[src/rtl/iob_core_mem_arbiter_pkg.sv]
// Shared intercon definitions for the core memory arbiter.
// Field widths, state encoding and small sizing helpers.
package iob_core_mem_arbiter_pkg;

    typedef enum logic {
        IDLE = 1'b0,
        BUSY = 1'b1
    } arb_state_t;

    function automatic int req_w(input int aw, input int dw);
        return 1 + aw + dw + dw / 8;
    endfunction

    function automatic int resp_w(input int dw);
        return dw + 1;
    endfunction

    function automatic int idx_w(input int n);
        return (n > 1) ? $clog2(n) : 1;
    endfunction

endpackage

[src/rtl/iob_core_mem_arbiter_if.sv]
// Native-bus bundle between the masters, the arbiter and memory.
// Requests are {valid, addr, wdata, wstrb}; responses {rdata, ready}.
interface iob_core_mem_arbiter_if
    import iob_core_mem_arbiter_pkg::*;
#(
    parameter int N_MASTERS = 2,
    parameter int ADDR_W    = 32,
    parameter int DATA_W    = 32
);

    localparam int REQ_W  = req_w(ADDR_W, DATA_W);
    localparam int RESP_W = resp_w(DATA_W);

    logic [N_MASTERS*REQ_W-1:0]  m_req;
    logic [N_MASTERS*RESP_W-1:0] m_resp;
    logic [REQ_W-1:0]            s_req;
    logic [RESP_W-1:0]           s_resp;

    modport master (
        output m_req,
        output s_resp,
        input  m_resp,
        input  s_req
    );

    modport slave (
        input  m_req,
        input  s_resp,
        output m_resp,
        output s_req
    );

endinterface

[src/rtl/iob_rr_arbiter.sv]
// Combinational round-robin pick: first requester above last,
// wrapping to the lowest index.
module iob_rr_arbiter
    import iob_core_mem_arbiter_pkg::*;
#(
    parameter  int N  = 2,
    localparam int IW = idx_w(N)
) (
    input  logic [N-1:0]  req,
    input  logic [IW-1:0] last,
    output logic [IW-1:0] grant,
    output logic          any_req
);

    logic [IW-1:0] g_hi;
    logic [IW-1:0] g_lo;
    logic          hit_hi;
    logic          hit_lo;

    // Scan high to low so the lowest matching index wins.
    always_comb begin
        g_hi   = '0;
        g_lo   = '0;
        hit_hi = 1'b0;
        hit_lo = 1'b0;
        for (int i = N - 1; i >= 0; i--) begin
            if (req[i] && (i > int'(last))) begin
                g_hi   = IW'(i);
                hit_hi = 1'b1;
            end
            if (req[i] && (i <= int'(last))) begin
                g_lo   = IW'(i);
                hit_lo = 1'b1;
            end
        end
        grant   = hit_hi ? g_hi : g_lo;
        any_req = hit_hi | hit_lo;
    end

endmodule

[src/rtl/iob_core_mem_arbiter.sv]
// Merges N native master buses onto one memory bus, one
// outstanding transaction at a time, round-robin fair.
module iob_core_mem_arbiter
    import iob_core_mem_arbiter_pkg::*;
#(
    parameter  int N_MASTERS = 2,
    parameter  int ADDR_W    = 32,
    parameter  int DATA_W    = 32,
    parameter  int TIMEOUT   = 1024,
    localparam int GW        = idx_w(N_MASTERS)
) (
    input  logic                  clk,
    input  logic                  rst,
    iob_core_mem_arbiter_if.slave bus,
    output logic [GW-1:0]         grant,
    output logic                  busy,
    output logic                  timeout_err
);

    localparam int REQ_W  = req_w(ADDR_W, DATA_W);
    localparam int RESP_W = resp_w(DATA_W);
    localparam int TO_W   = (TIMEOUT > 2) ? $clog2(TIMEOUT) : 1;
    localparam logic [TO_W-1:0] TO_MAX =
        TO_W'((TIMEOUT > 0) ? TIMEOUT - 1 : 0);

    arb_state_t          state;
    logic [REQ_W-1:0]    req_q;
    logic [GW-1:0]       rr_last;
    logic [TO_W-1:0]     to_cnt;
    logic [N_MASTERS-1:0] m_valid;
    logic [GW-1:0]       pick;
    logic                any_req;
    logic [REQ_W-2:0]    pick_body;
    logic                mem_ready;
    logic [DATA_W-1:0]   mem_rdata;

    assign mem_ready = bus.s_resp[0];
    assign mem_rdata = bus.s_resp[RESP_W-1:1];

    always_comb begin
        m_valid = '0;
        for (int i = 0; i < N_MASTERS; i++) begin
            m_valid[i] = bus.m_req[i*REQ_W+REQ_W-1];
        end
    end

    iob_rr_arbiter #(
        .N(N_MASTERS)
    ) u_rr (
        .req    (m_valid),
        .last   (rr_last),
        .grant  (pick),
        .any_req(any_req)
    );

    always_comb begin
        pick_body = '0;
        for (int i = 0; i < N_MASTERS; i++) begin
            if (GW'(i) == pick) begin
                pick_body = bus.m_req[i*REQ_W +: REQ_W-1];
            end
        end
    end

    always_ff @(posedge clk or posedge rst) begin
        if (rst) begin
            state       <= IDLE;
            req_q       <= '0;
            grant       <= '0;
            rr_last     <= GW'(N_MASTERS - 1);
            to_cnt      <= '0;
            timeout_err <= 1'b0;
        end else begin
            unique case (state)
                IDLE: begin
                    to_cnt <= '0;
                    if (any_req) begin
                        req_q <= {1'b1, pick_body};
                        grant <= pick;
                        state <= BUSY;
                    end
                end
                BUSY: begin
                    if (TIMEOUT != 0 && to_cnt == TO_MAX) begin
                        timeout_err <= 1'b1;
                    end
                    if (mem_ready) begin
                        req_q   <= '0;
                        rr_last <= grant;
                        to_cnt  <= '0;
                        state   <= IDLE;
                    end else if (TIMEOUT != 0 && to_cnt != TO_MAX) begin
                        to_cnt <= to_cnt + 1'b1;
                    end
                end
                default: state <= IDLE;
            endcase
        end
    end

    // Response path is combinational so memory ready reaches
    // the owner in the same cycle.
    always_comb begin
        bus.m_resp = '0;
        if (state == BUSY && mem_ready) begin
            for (int i = 0; i < N_MASTERS; i++) begin
                if (GW'(i) == grant) begin
                    bus.m_resp[i*RESP_W +: RESP_W] = {mem_rdata, 1'b1};
                end
            end
        end
    end

    assign bus.s_req = req_q;
    assign busy      = (state == BUSY);

endmodule
[src/flat_wrapper.sv]
// flat-port wrapper written by rule: the top's interface ports become plain ports
module iob_core_mem_arbiter_flat import iob_core_mem_arbiter_pkg::*;
#(
    parameter  int N_MASTERS = 2,
    parameter  int ADDR_W    = 32,
    parameter  int DATA_W    = 32,
    parameter  int TIMEOUT   = 1024,
    localparam int GW        = idx_w(N_MASTERS)
)
  (clk, rst, grant, busy, timeout_err, bus_m_req, bus_s_resp, bus_m_resp, bus_s_req);
  iob_core_mem_arbiter_if #(.N_MASTERS(N_MASTERS), .ADDR_W(ADDR_W), .DATA_W(DATA_W)) bus_i ();
  input  logic clk;
  input  logic rst;
  output logic [GW-1:0] grant;
  output logic busy;
  output logic timeout_err;
  input wire logic [$bits(bus_i.m_req)-1:0] bus_m_req;
  input wire logic [$bits(bus_i.s_resp)-1:0] bus_s_resp;
  output wire logic [$bits(bus_i.m_resp)-1:0] bus_m_resp;
  output wire logic [$bits(bus_i.s_req)-1:0] bus_s_req;
  assign bus_i.m_req = bus_m_req;
  assign bus_i.s_resp = bus_s_resp;
  assign bus_m_resp = bus_i.m_resp;
  assign bus_s_req = bus_i.s_req;
  iob_core_mem_arbiter #(.N_MASTERS(N_MASTERS), .ADDR_W(ADDR_W), .DATA_W(DATA_W), .TIMEOUT(TIMEOUT)) u_core (.clk(clk), .rst(rst), .bus(bus_i), .grant(grant), .busy(busy), .timeout_err(timeout_err));
endmodule
[config.mk]
export PLATFORM = sky130hd
export DESIGN_NAME = iob_core_mem_arbiter_flat
export DESIGN_NICKNAME = d
export VERILOG_FILES = /design/src/rtl/iob_core_mem_arbiter_pkg.sv /design/src/rtl/iob_core_mem_arbiter_if.sv /design/src/rtl/iob_rr_arbiter.sv /design/src/rtl/iob_core_mem_arbiter.sv /design/src/flat_wrapper.sv
export SDC_FILE = /design/constraint.sdc
export NUM_CORES = 1
export LEC_CHECK = 0
export ABC_AREA = 1
export CAP_MARGIN = 20
export CORE_ASPECT_RATIO = 1.4
export CORE_MARGIN = 2
export CORE_UTILIZATION = 30
export CTS_CLUSTER_DIAMETER = 30
export DETAILED_ROUTE_END_ITERATION = 12
export PLACE_DENSITY = 0.71
export SKIP_CTS_REPAIR_TIMING = 1
export SLEW_MARGIN = 20
export SYNTH_ARGS = -nofsm -noshare
export SYNTH_HDL_FRONTEND = slang
export SYNTH_SLANG_ARGS = --single-unit
[constraint.sdc]
create_clock -name clk -period 8.41 [get_ports clk]
set_input_delay 1.682 -clock clk [delete_from_list [all_inputs] [get_ports clk]]
set_output_delay 1.682 -clock clk [all_outputs]
set_load 0.01 [all_outputs]
==> results of run 1 <==
-- stage by stage --
| stage | setup slack [ns] | cell area (um2) | power (mW) | util, % | cells |
|---|---|---|---|---|---|
| after global placement | 2.56 | 7550 | 1.44 | 52.5 | 1033 |
| after CTS | 2.48 | 7860 | 1.87 | 54.7 | 1046 |
| after global routing | 2.26 | 7860 | 1.95 | 54.7 | 1046 |
| after floorplan | 4.21 | 4400 | 0.958 | - | 577 |
| final | 2.54 | 7860 | 1.84 | 54.7 | 1046 |
| after detailed placement | 2.49 | 7550 | 1.45 | 52.5 | 1033 |
-- synthesized netlist by cell type, drive strengths merged, types with 2 or more instances --
cell    number
a21oi       74
buf         17
clkbuf      32
dfrtp       82
inv         45
nand2       28
nand3       78
nor2        73
o21ai      139
o21bai       2
xor2         2
-- worst register-to-register path: stages (launching register included) --
cell and delay [ns]:
dfrtp_1 0.41, inv_1 0.16, o21ai_4 0.08, inv_2 0.74
o21ai_0 0.44, o21ai_0 0.26
-- final timing paths --
kind	depth (start not counted)	from	to	slack, ns
min in group asynchronous	3	rst	u_core.bus.s_req[28]$_DFFE_PP0P_	1.86
min reg2reg	1	u_core.timeout_err$_DFFE_PP0P_	u_core.timeout_err$_DFFE_PP0P_	0.48
min	1	u_core.timeout_err$_DFFE_PP0P_	u_core.timeout_err$_DFFE_PP0P_	0.48
max	6	bus_s_resp[0]	bus_m_resp[44]	2.54
max reg2reg	5	u_core.busy$_DFF_PP0_	u_core.bus.s_req[63]$_DFFE_PP0P_	6.23
max in group asynchronous	3	rst	u_core.bus.s_req[25]$_DFFE_PP0P_	5.96
-- routing by layer --
metal  vias up  GRT usage, %  part of all wire (%)
met2       223          37.6                    52
met3        24          5.15                   7.9
met1      2336          23.5                    38
met5         -             0                     0
li1       2505             -                     -
met4         0          7.24                   2.5
-- power by group through the flow --
stage	logic [mW]	registers [mW]	clock network, mW
after floorplan	0.299	0.659	0
after global placement	0.839	0.600	0
after detailed placement	0.842	0.606	0
after CTS	0.844	0.600	0.424
after global routing	0.898	0.616	0.437
final	0.832	0.599	0.412
-- sequential cells by signal, indices dropped and copies added (netlist names) --
name	flops
u_core.timeout_err	1
u_core.bus.s_req	69
u_core.rr_last	1
u_core.to_cnt	10
u_core.grant	1
u_core.busy	1
-- kinds of logic (layout without fill, tap and decap cells) --
group / Yosys count / in the layout / share of synthesized area, %
xor gates and xnor gates: 3 / 3 / 0.597
buffers and inverters: 94 / 374 / 9.04
adders and majority gates: 1 / 1 / 0.284
DFF: 83 / 83 / 47.2
AOI/OAI and AO/OA: 215 / 215 / 24.8
and+or+nand+nor: 181 / 181 / 18.0
-- cell type report --
| class | instances | area, um2 |
|---|---|---|
| Fill cell | 1366 | 6520 |
| Timing Repair Buffer | 316 | 3150 |
| Sequential cell | 83 | 2080 |
| Multi-Input combinational cell | 400 | 1930 |
| Clock buffer | 10 | 239 |
| Tap cell | 189 | 236 |
| Inverter | 45 | 170 |
| Clock inverter | 3 | 65.1 |
==> results.md, run 1 <==
* Residual DRC at 0
* Buffers & Inverters on Critical Path at 3
* Layout cell share with drive strength beyond 1 at about 3.4%
* Most common cell after layout, fill and taps aside: clkdlybuf4s50_1
* Global-route wire length before repair at between 20 and 30 mm
* Peak VDD IR at around 0.00012 V
* Vias per cell at 4.86
* Largest net degree at the start of global routing at between 80 and 90
* Routed Antenna Nets at 0
* Sequential-to-total area share from yosys stat at ~47%
* Critical-path cell list: clkdlybuf4s50_1 -> nand2_2 -> nor2_1 -> inv_1 -> nor2_1 -> clkdlybuf4s50_1
* Fin crit share at 69.8%
* RePlAce Congestion at a little under 0.8
* TritonCTS clock tree: built
* Gr ovfl total at 0
* Fin. max-slew vios at 0
* Startpoint Class: primary input
* Crit path max fanout at 36
* Final Hold Vio Count at 0
* DR iter-0 viols at around 260
* Post-synth top area share at 46.6%
* Initial Utilization at 30.6%
* Maximum clock path buffer count at 2
* Crit. End Element: output pin
* GRT Overall Usage at 20.8%
* Comb pwr share at 45.1%
* Peak Freq at between 0.15 and 0.2 GHz
* Die footprint at about 16,000 um2
* Relative slew slack at 30.0%
* Core area at approximately 14,000 um2
* Area delta synth->final at 78.7%
* NetSw at roughly 620 uW
* Synthesis warning total at 0
* Avg Inst Size Synth at about 7.6 um2
* HPWL Detailed at approximately 12 mm
* Pwr per Cell Area at ~230 nW/um2
* RSZ-0062 raised after global routing: false
* Critical Path AT at about 4.2 ns
* Layout Nets at between 1,000 and 1,500
* CTS clock-pin slew for the worst setup and hold paths at 0.06 ns
* Die Y at 147 um
* Crit path max-delay cell type: clkdlybuf4s50_1
* Clock sink count at between 80 and 90
* Post-synth EDFFs at 0
* CTS Buf Count at 9
* Post-synth cell types at 24
* Syn_nets at around 750
* Top post-synthesis cells by area: dfrtp_1, nand3_1, a21oi_1
* CP required at around 6.7 ns
* Worst Tran Pin Value at 1.05 ns
* Final setup violation count at 0
* CTS Root Cell: clkbuf_16
* Drt pass-1 iters at 4
* Die width at between 100 and 150 um
* Post-synth ARST share at 100%
* I/O pin count at ~310
* Seq pwr share at between 30% and 40%
* Worst Hold Slack at about 0.48 ns
* Final wirelength at between 15 and 20 mm
* Int Power at 1.22 mW
* Syn Inst Count at a little under 600
* Most area-hungry cell type in the Yosys netlist: dfrtp_1
* Min cycle time layout at 5.87 ns
* Routed wire per std cell at about 16 um
* Layout Skew at 0.00846 ns
* Yosys reg bits at 83
* N_diodes at 0
* PortBufs at 310
* Largest stage delay, worst path at approximately 0.56 ns
* Clock Latency Late Sink at 0.32 ns
* Switching Fraction at between 30% and 40%
* Via Count at roughly 5,100
* Vias in the first global route at roughly 4,800
* # H-tree levels at 3
* Commonest cells after routing, fill and taps aside: clkdlybuf4s50_1, dfrtp_1, nand3_1
* Pleak at ~3.3 nW
* Outcome: completed
* Initial antenna violation count at 0
* Critical path class: in2out
* Setup TNS at 0 ns
* Prevailing post-synth register cell: dfrtp_1
* Num rows at 52
* Max_cap viols at 0
* Clock power share at roughly 22%
* Hold Path Class: reg2reg
* Mapped Area at approximately 4400 um2
* Delay-heaviest family, CP: buffers and inverters
Power figures use the tool's default switching activity.
==> inputs of run 2 (changes only) <==
==> constraint.sdc (replaced) <==
create_clock -name clk -period 5.5 [get_ports clk]
set_input_delay 1.1 -clock clk [delete_from_list [all_inputs] [get_ports clk]]
set_output_delay 1.1 -clock clk [all_outputs]
set_load 0.01 [all_outputs]
==> run 2 against run 1 <==
- first-iteration DRC count is 12% lower
- cell count grew 0.57%
- setup slack worse by 1.3 ns
- critical path depth grew 2
- routed wire length up 1.8%
- global-route usage up 0.40 points
- count of clock-buffer cells in the layout increased by 2
- hold slack worse by 0.0068 ns
- non-clock buffer count is 3 higher
- final area down 0.16%
- sequential share of layout area hardly changed
- sequential cell count unchanged
==> results.md, run 2 (same netlist as run 1, synthesis figures left out) <==
* Relative slew slack at 38.5% (+8.5 points)
* Die footprint at 15,700 um2 (unchanged)
* Overall power at 2.75 mW (+49%)
* Drt pass-1 iters at 4 (unchanged)
* Placed Instance Area at 7580 um2 (+0.30%)
* GRT Overall Usage at 21.2% (+0.40 points)
* Area delta synth->final at 78.4%
* Peak Freq at ~0.24 GHz
* Via Count at 5,164 (+1.5%)
* Critical path class: in2out
* Startpoint Class: primary input
* Vias per cell at 4.91 (+0.91%)
* CTS Root Cell: clkbuf_16
* Global-route wire length before repair at 26.2 mm (+1.5%)
* Fillers at 1,417 (+3.7%)
* Layout Skew at 0.0118 ns (+0.00334 ns)
* Largest net degree at the start of global routing at 72 (-14%)
* Gr ovfl total at 0 (unchanged)
* Clock Latency Late Sink at 0.34 ns (+0.02 ns)
* Outcome: completed
* Final Hold Vio Count at 0 (unchanged)
* Crit. End Element: output pin
* Initial antenna violation count at 0 (unchanged)
* Routed Antenna Nets at 0 (unchanged)
* Crit path max fanout at 37 (+2.8%)
* I/O pin count at 311 (unchanged)
* TritonCTS clock tree: built
* Pleak at 3.26 nW (-0.16%)
* Vias in the first global route at 4,858 (+0.41%)
* Layout cell share with drive strength beyond 1 at 3.82% (+0.44 points)
* Num rows at 52 (unchanged)
* Setup TNS at 0 ns (unchanged)
* Routed wire per std cell at 16.2 um (+1.2%)
* Fin. max-slew vios at 0 (unchanged)
* Die width at 106 um (unchanged)
* RePlAce Congestion at 0.777 (-1.4%)
* Die Y at 147 um (unchanged)
* Most common cell after layout, fill and taps aside: clkdlybuf4s50_1
* CTS clock-pin slew for the worst setup and hold paths at 0.06 ns (about the same)
* DR iter-0 viols at 225 (-12%)
* Maximum clock path buffer count at 2 (unchanged)
* Pwr per Cell Area at 350 nW/um2 (+50%)
* # H-tree levels at 3 (unchanged)
* Peak VDD IR at 0.000190 V (+60%)
* Clock sink count at 83 (unchanged)
* Commonest cells after routing, fill and taps aside: clkdlybuf4s50_1, dfrtp_1, nand3_1
* Initial Utilization at 30.6% (unchanged)
* Layout Nets at 1,032 (+0.29%)
* RSZ-0062 raised after global routing: false
* CTS Buf Count at 9 (unchanged)
* N_diodes at 0 (unchanged)
* PortBufs at 310 (unchanged)
* Residual DRC at 0 (unchanged)
* Final instance area at 7850 um2 (-0.16%)
* Critical Path AT at 3.13 ns (-1.06 ns)
* Hold Path Class: reg2reg
* Fin crit share at just under 80%
* Core area at 14,400 um2 (unchanged)
* Final wirelength at 17.1 mm (+1.8%)
* Max reg flops at 69 (unchanged)
* Min cycle time layout at about 4.2 ns
* CP required at 4.40 ns (-2.33 ns)
* Worst Tran Pin Value at 0.922 ns (-0.128 ns)
* Final setup violation count at 0 (unchanged)
* Max_cap viols at 0 (unchanged)
* HPWL Detailed at 12.1 mm (+1.7%)
[run 2: final timing paths]
path | startpoint | to | slack, ns | cells past startpoint
max | bus_s_resp[0] | bus_m_resp[44] | 1.27 | 8
min in group asynchronous | rst | u_core.bus.s_req[20]$_DFFE_PP0P_ | 1.13 | 2
max in group asynchronous | rst | u_core.bus.s_req[61]$_DFFE_PP0P_ | 3.25 | 3
min reg2reg | u_core.timeout_err$_DFFE_PP0P_ | u_core.timeout_err$_DFFE_PP0P_ | 0.48 | 1
max reg2reg | u_core.rr_last$_DFFE_PP1P_ | u_core.bus.s_req[31]$_DFFE_PP0P_ | 3.46 | 5
min | u_core.timeout_err$_DFFE_PP0P_ | u_core.timeout_err$_DFFE_PP0P_ | 0.48 | 1
[run 2: per-layer routing]
layer	GRT usage (%)	vias to the layer above	part of all wire, %
met3	5.63	32	7.8
met1	24.2	2396	39
met5	0	-	0
li1	-	2511	-
met2	37.7	225	51
met4	7.57	0	2.7
[run 2: critical path, stage by stage]
cell	delay, ns
clkdlybuf4s50_1	0.52
nand2_2	0.08
buf_4	0.26
nor2_1	0.17
inv_1	0.07
buf_4	0.23
nor2_1	0.12
clkdlybuf4s50_1	0.55
[run 2: stage by stage]
stage / instances / hold slack, ns / setup slack [ns] / util, %
floorplan: 577 / 0.455 / 2.26 / -
global route: 1052 / 0.508 / 1.09 / 54.6
global placement: 1036 / 0.459 / 1.32 / 52.7
CTS: 1052 / 0.479 / 1.25 / 54.6
finish: 1052 / 0.477 / 1.27 / 54.6
detailed placement: 1036 / 0.462 / 1.26 / 52.7
[run 2: layout make-up]
type / instances / area, um2 / share of cell area, %
flip-flops and latches: 83 / 2080 / 26.5
inverters: 45 / 170 / 2.17
clock buffers: 12 / 246 / 3.14
multi-input cells: 400 / 1930 / 24.5
well taps: 189 / 236 / 3.01
repair buffers: 319 / 3170 / 40.3
clock inverters: 4 / 26.3 / 0.335
[run 2: power breakdown]
part	switching (mW)	internal, mW	total [mW]
Clock	0.241	0.318	0.559
Sequential	0.110	0.806	0.916
Combinational	0.620	0.657	1.28
==> inputs of run 3 (changes only) <==
--- a/config.mk
+++ b/config.mk
@@ -12,7 +12,7 @@
 export CORE_UTILIZATION = 30
 export CTS_CLUSTER_DIAMETER = 30
 export DETAILED_ROUTE_END_ITERATION = 12
-export PLACE_DENSITY = 0.71
+export PLACE_DENSITY = 0.74
 export SKIP_CTS_REPAIR_TIMING = 1
 export SLEW_MARGIN = 20
 export SYNTH_ARGS = -nofsm -noshare
==> constraint.sdc (replaced) <==
create_clock -name clk -period 3.4 [get_ports clk]
set_input_delay 0.68 -clock clk [delete_from_list [all_inputs] [get_ports clk]]
set_output_delay 0.68 -clock clk [all_outputs]
set_load 0.01 [all_outputs]
==> run 3 against run 2 <==
- non-clock buffer count rose by 4
- combinational power rose by 63%
- critical path depth fell by 1
- clock skew fell by 0.0051 ns
- register-to-register slack got worse by 1.8 ns
- sequential cell count did not move
- sequential share of layout area fell by 0.24 points
- clock power rose by 63%
- routed wire length rose by 0.72%
- critical endpoint is now bus_m_resp[37]
- largest cell class unchanged
==> results.md, run 3 (same netlist as run 1, synthesis figures left out) <==
* Outcome: completed
* Largest net degree at the start of global routing at 72 (unchanged)
* Most common cell after layout, fill and taps aside: clkdlybuf4s50_1
* Die Y at 147 um (unchanged)
* Startpoint Class: primary input
* Crit. End Element: output pin
* Seq pwr share at 33.1% (-0.2 points)
* Clock sink count at 83 (unchanged)
* Residual DRC at 0 (unchanged)
* Fin. max-slew vios at 0 (unchanged)
* Worst Tran Pin Value at 0.802 ns (-0.120 ns)
* Non-Filler Instances at 1,057 (+0.48%)
* Routed Antenna Nets at 0 (unchanged)
* RePlAce Congestion at 0.830 (+6.8%)
* CTS clock-pin slew for the worst setup and hold paths at 0.06 ns (about the same)
* NetSw at 1.59 mW (+64%)
* Clock power share at 20.3% (about the same)
* RSZ-0062 raised after global routing: false
* Max reg flops at 69 (unchanged)
* Pwr per Cell Area at 567 nW/um2 (+62%)
* Routed wire per std cell at 16.3 um (+0.24%)
* Min cycle time layout at approximately 3.1 ns
* Via Count at 5,193 (+0.56%)
* Hold Path Class: reg2reg
* HPWL Detailed at 12.2 mm (+0.99%)
* Critical Path AT at 2.44 ns (-0.69 ns)
* PortBufs at 310 (unchanged)
* Comb pwr share at 46.7% (+0.3 points)
* Int Power at 2.90 mW (+63%)
* CP required at 2.72 ns (-1.68 ns)
* Initial antenna violation count at 1 (+1)
* Die width at 106 um (unchanged)
* Worst Hold Slack at 0.480 ns (+0.00289 ns)
* Fin crit share at between 90% and 100%
* Gr ovfl total at 0 (unchanged)
* CTS Buf Count at 9 (unchanged)
* DR iter-0 viols at 220 (-2.2%)
* Placed cells at 1,040 (+0.39%)
* Fillers at 1,378 (-2.8%)
* Maximum clock path buffer count at 2 (unchanged)
* Layout cell share with drive strength beyond 1 at 4.27% (+0.44 points)
* Max_cap viols at 0 (unchanged)
* Dpl ws at 0.278 ns (-0.980 ns)
* GRT Overall Usage at 21.6% (+0.39 points)
* Layout Nets at 1,036 (+0.39%)
* Num rows at 52 (unchanged)
* Vias per cell at 4.91 (about the same)
* Peak Freq at about 0.32 GHz
* Global-route wire length before repair at 26.7 mm (+1.9%)
* Final Hold Vio Count at 0 (unchanged)
* Critical path class: in2out
* I/O pin count at 311 (unchanged)
* Peak VDD IR at 0.000302 V (+59%)
* Setup TNS at 0 ns (unchanged)
* Relative slew slack at 46.5% (+8.0 points)
* Pleak at 3.28 nW (+0.74%)
* CTS Root Cell: clkbuf_16
* Final wirelength at 17.2 mm (+0.72%)
* Drt pass-1 iters at 5 (+1)
* Layout Skew at 0.00670 ns (-0.00509 ns)
* Core area at 14,400 um2 (unchanged)
* # H-tree levels at 3 (unchanged)
* TritonCTS clock tree: built
* Die footprint at 15,700 um2 (unchanged)
* Setup WS post-layout at 0.278 ns (-0.994 ns)
* Commonest cells after routing, fill and taps aside: clkdlybuf4s50_1, dfrtp_1, nand3_1
* Clock Latency Late Sink at 0.33 ns (about the same)
* Initial Utilization at 30.6% (unchanged)
* Final setup violation count at 0 (unchanged)
* Area delta synth->final at 80.0%
* Crit path max fanout at 21 (-43%)
* Final design utilization at 55.1% (+0.50 points)
* Switching Fraction at 35.4% (+0.096 points)
* Vias in the first global route at 5,116 (+5.3%)
[run 3: worst max-delay path: stages]
cell             delay [ns]
clkdlybuf4s50_1        0.53
nand2_2                0.09
nor2_1                 0.17
inv_1                  0.08
buf_4                  0.21
nor2_1                 0.13
clkdlybuf4s50_1        0.56
[run 3: cell type report]
type,instances,area [um2],area share [%]
inverter,45,170,2.15
antenna,1,2.50,0.0316
sequential,83,2080,26.2
timing repair buffer,323,3230,40.8
clock inverter,4,27.5,0.347
tap,189,236,2.99
multi-input combinational,400,1930,24.3
clock buffer,12,246,3.11
[run 3: worst paths after layout]
path / slack, ns / end / cells after the start / startpoint
setup / recovery: 0.28 / bus_m_resp[37] / 7 / bus_s_resp[0]
hold / removal: 0.48 / u_core.rr_last$_DFFE_PP1P_ / 2 / u_core.rr_last$_DFFE_PP1P_
setup reg to reg: 1.70 / u_core.bus.s_req[61]$_DFFE_PP0P_ / 5 / u_core.rr_last$_DFFE_PP1P_
hold reg to reg: 0.48 / u_core.rr_last$_DFFE_PP1P_ / 2 / u_core.rr_last$_DFFE_PP1P_
max in group asynchronous: 1.94 / u_core.bus.s_req[51]$_DFFE_PP0P_ / 3 / rst
min in group asynchronous: 0.79 / u_core.bus.s_req[65]$_DFFE_PP0P_ / 2 / rst
[run 3: power groups by stage]
stage / registers, mW / logic [mW] / clock network [mW]
CTS: 1.48 / 2.11 / 0.941
global route: 1.53 / 2.26 / 0.987
global placement: 1.48 / 2.09 / 0
detailed placement: 1.50 / 2.10 / 0
floorplan: 1.63 / 0.741 / 0
finish: 1.48 / 2.09 / 0.911
[run 3: per-stage QoR]
stage / area, um2 / power, mW
3_5_place_dp: 7640 / 3.60
4_1_cts: 7920 / 4.53
5_1_grt: 7920 / 4.77
3_3_place_gp: 7640 / 3.57
2_1_floorplan: 4400 / 2.37
6_report: 7920 / 4.49
[run 3: routing by layer]
layer	track usage, %	up-vias	part of all wire, %	wire length [um]
met5	0	-	0	0
met4	8.68	0	3.3	567
met3	5.46	37	7.8	1340
met2	39.0	235	51	8830
met1	23.9	2396	38	6450
li1	-	2525	-	-
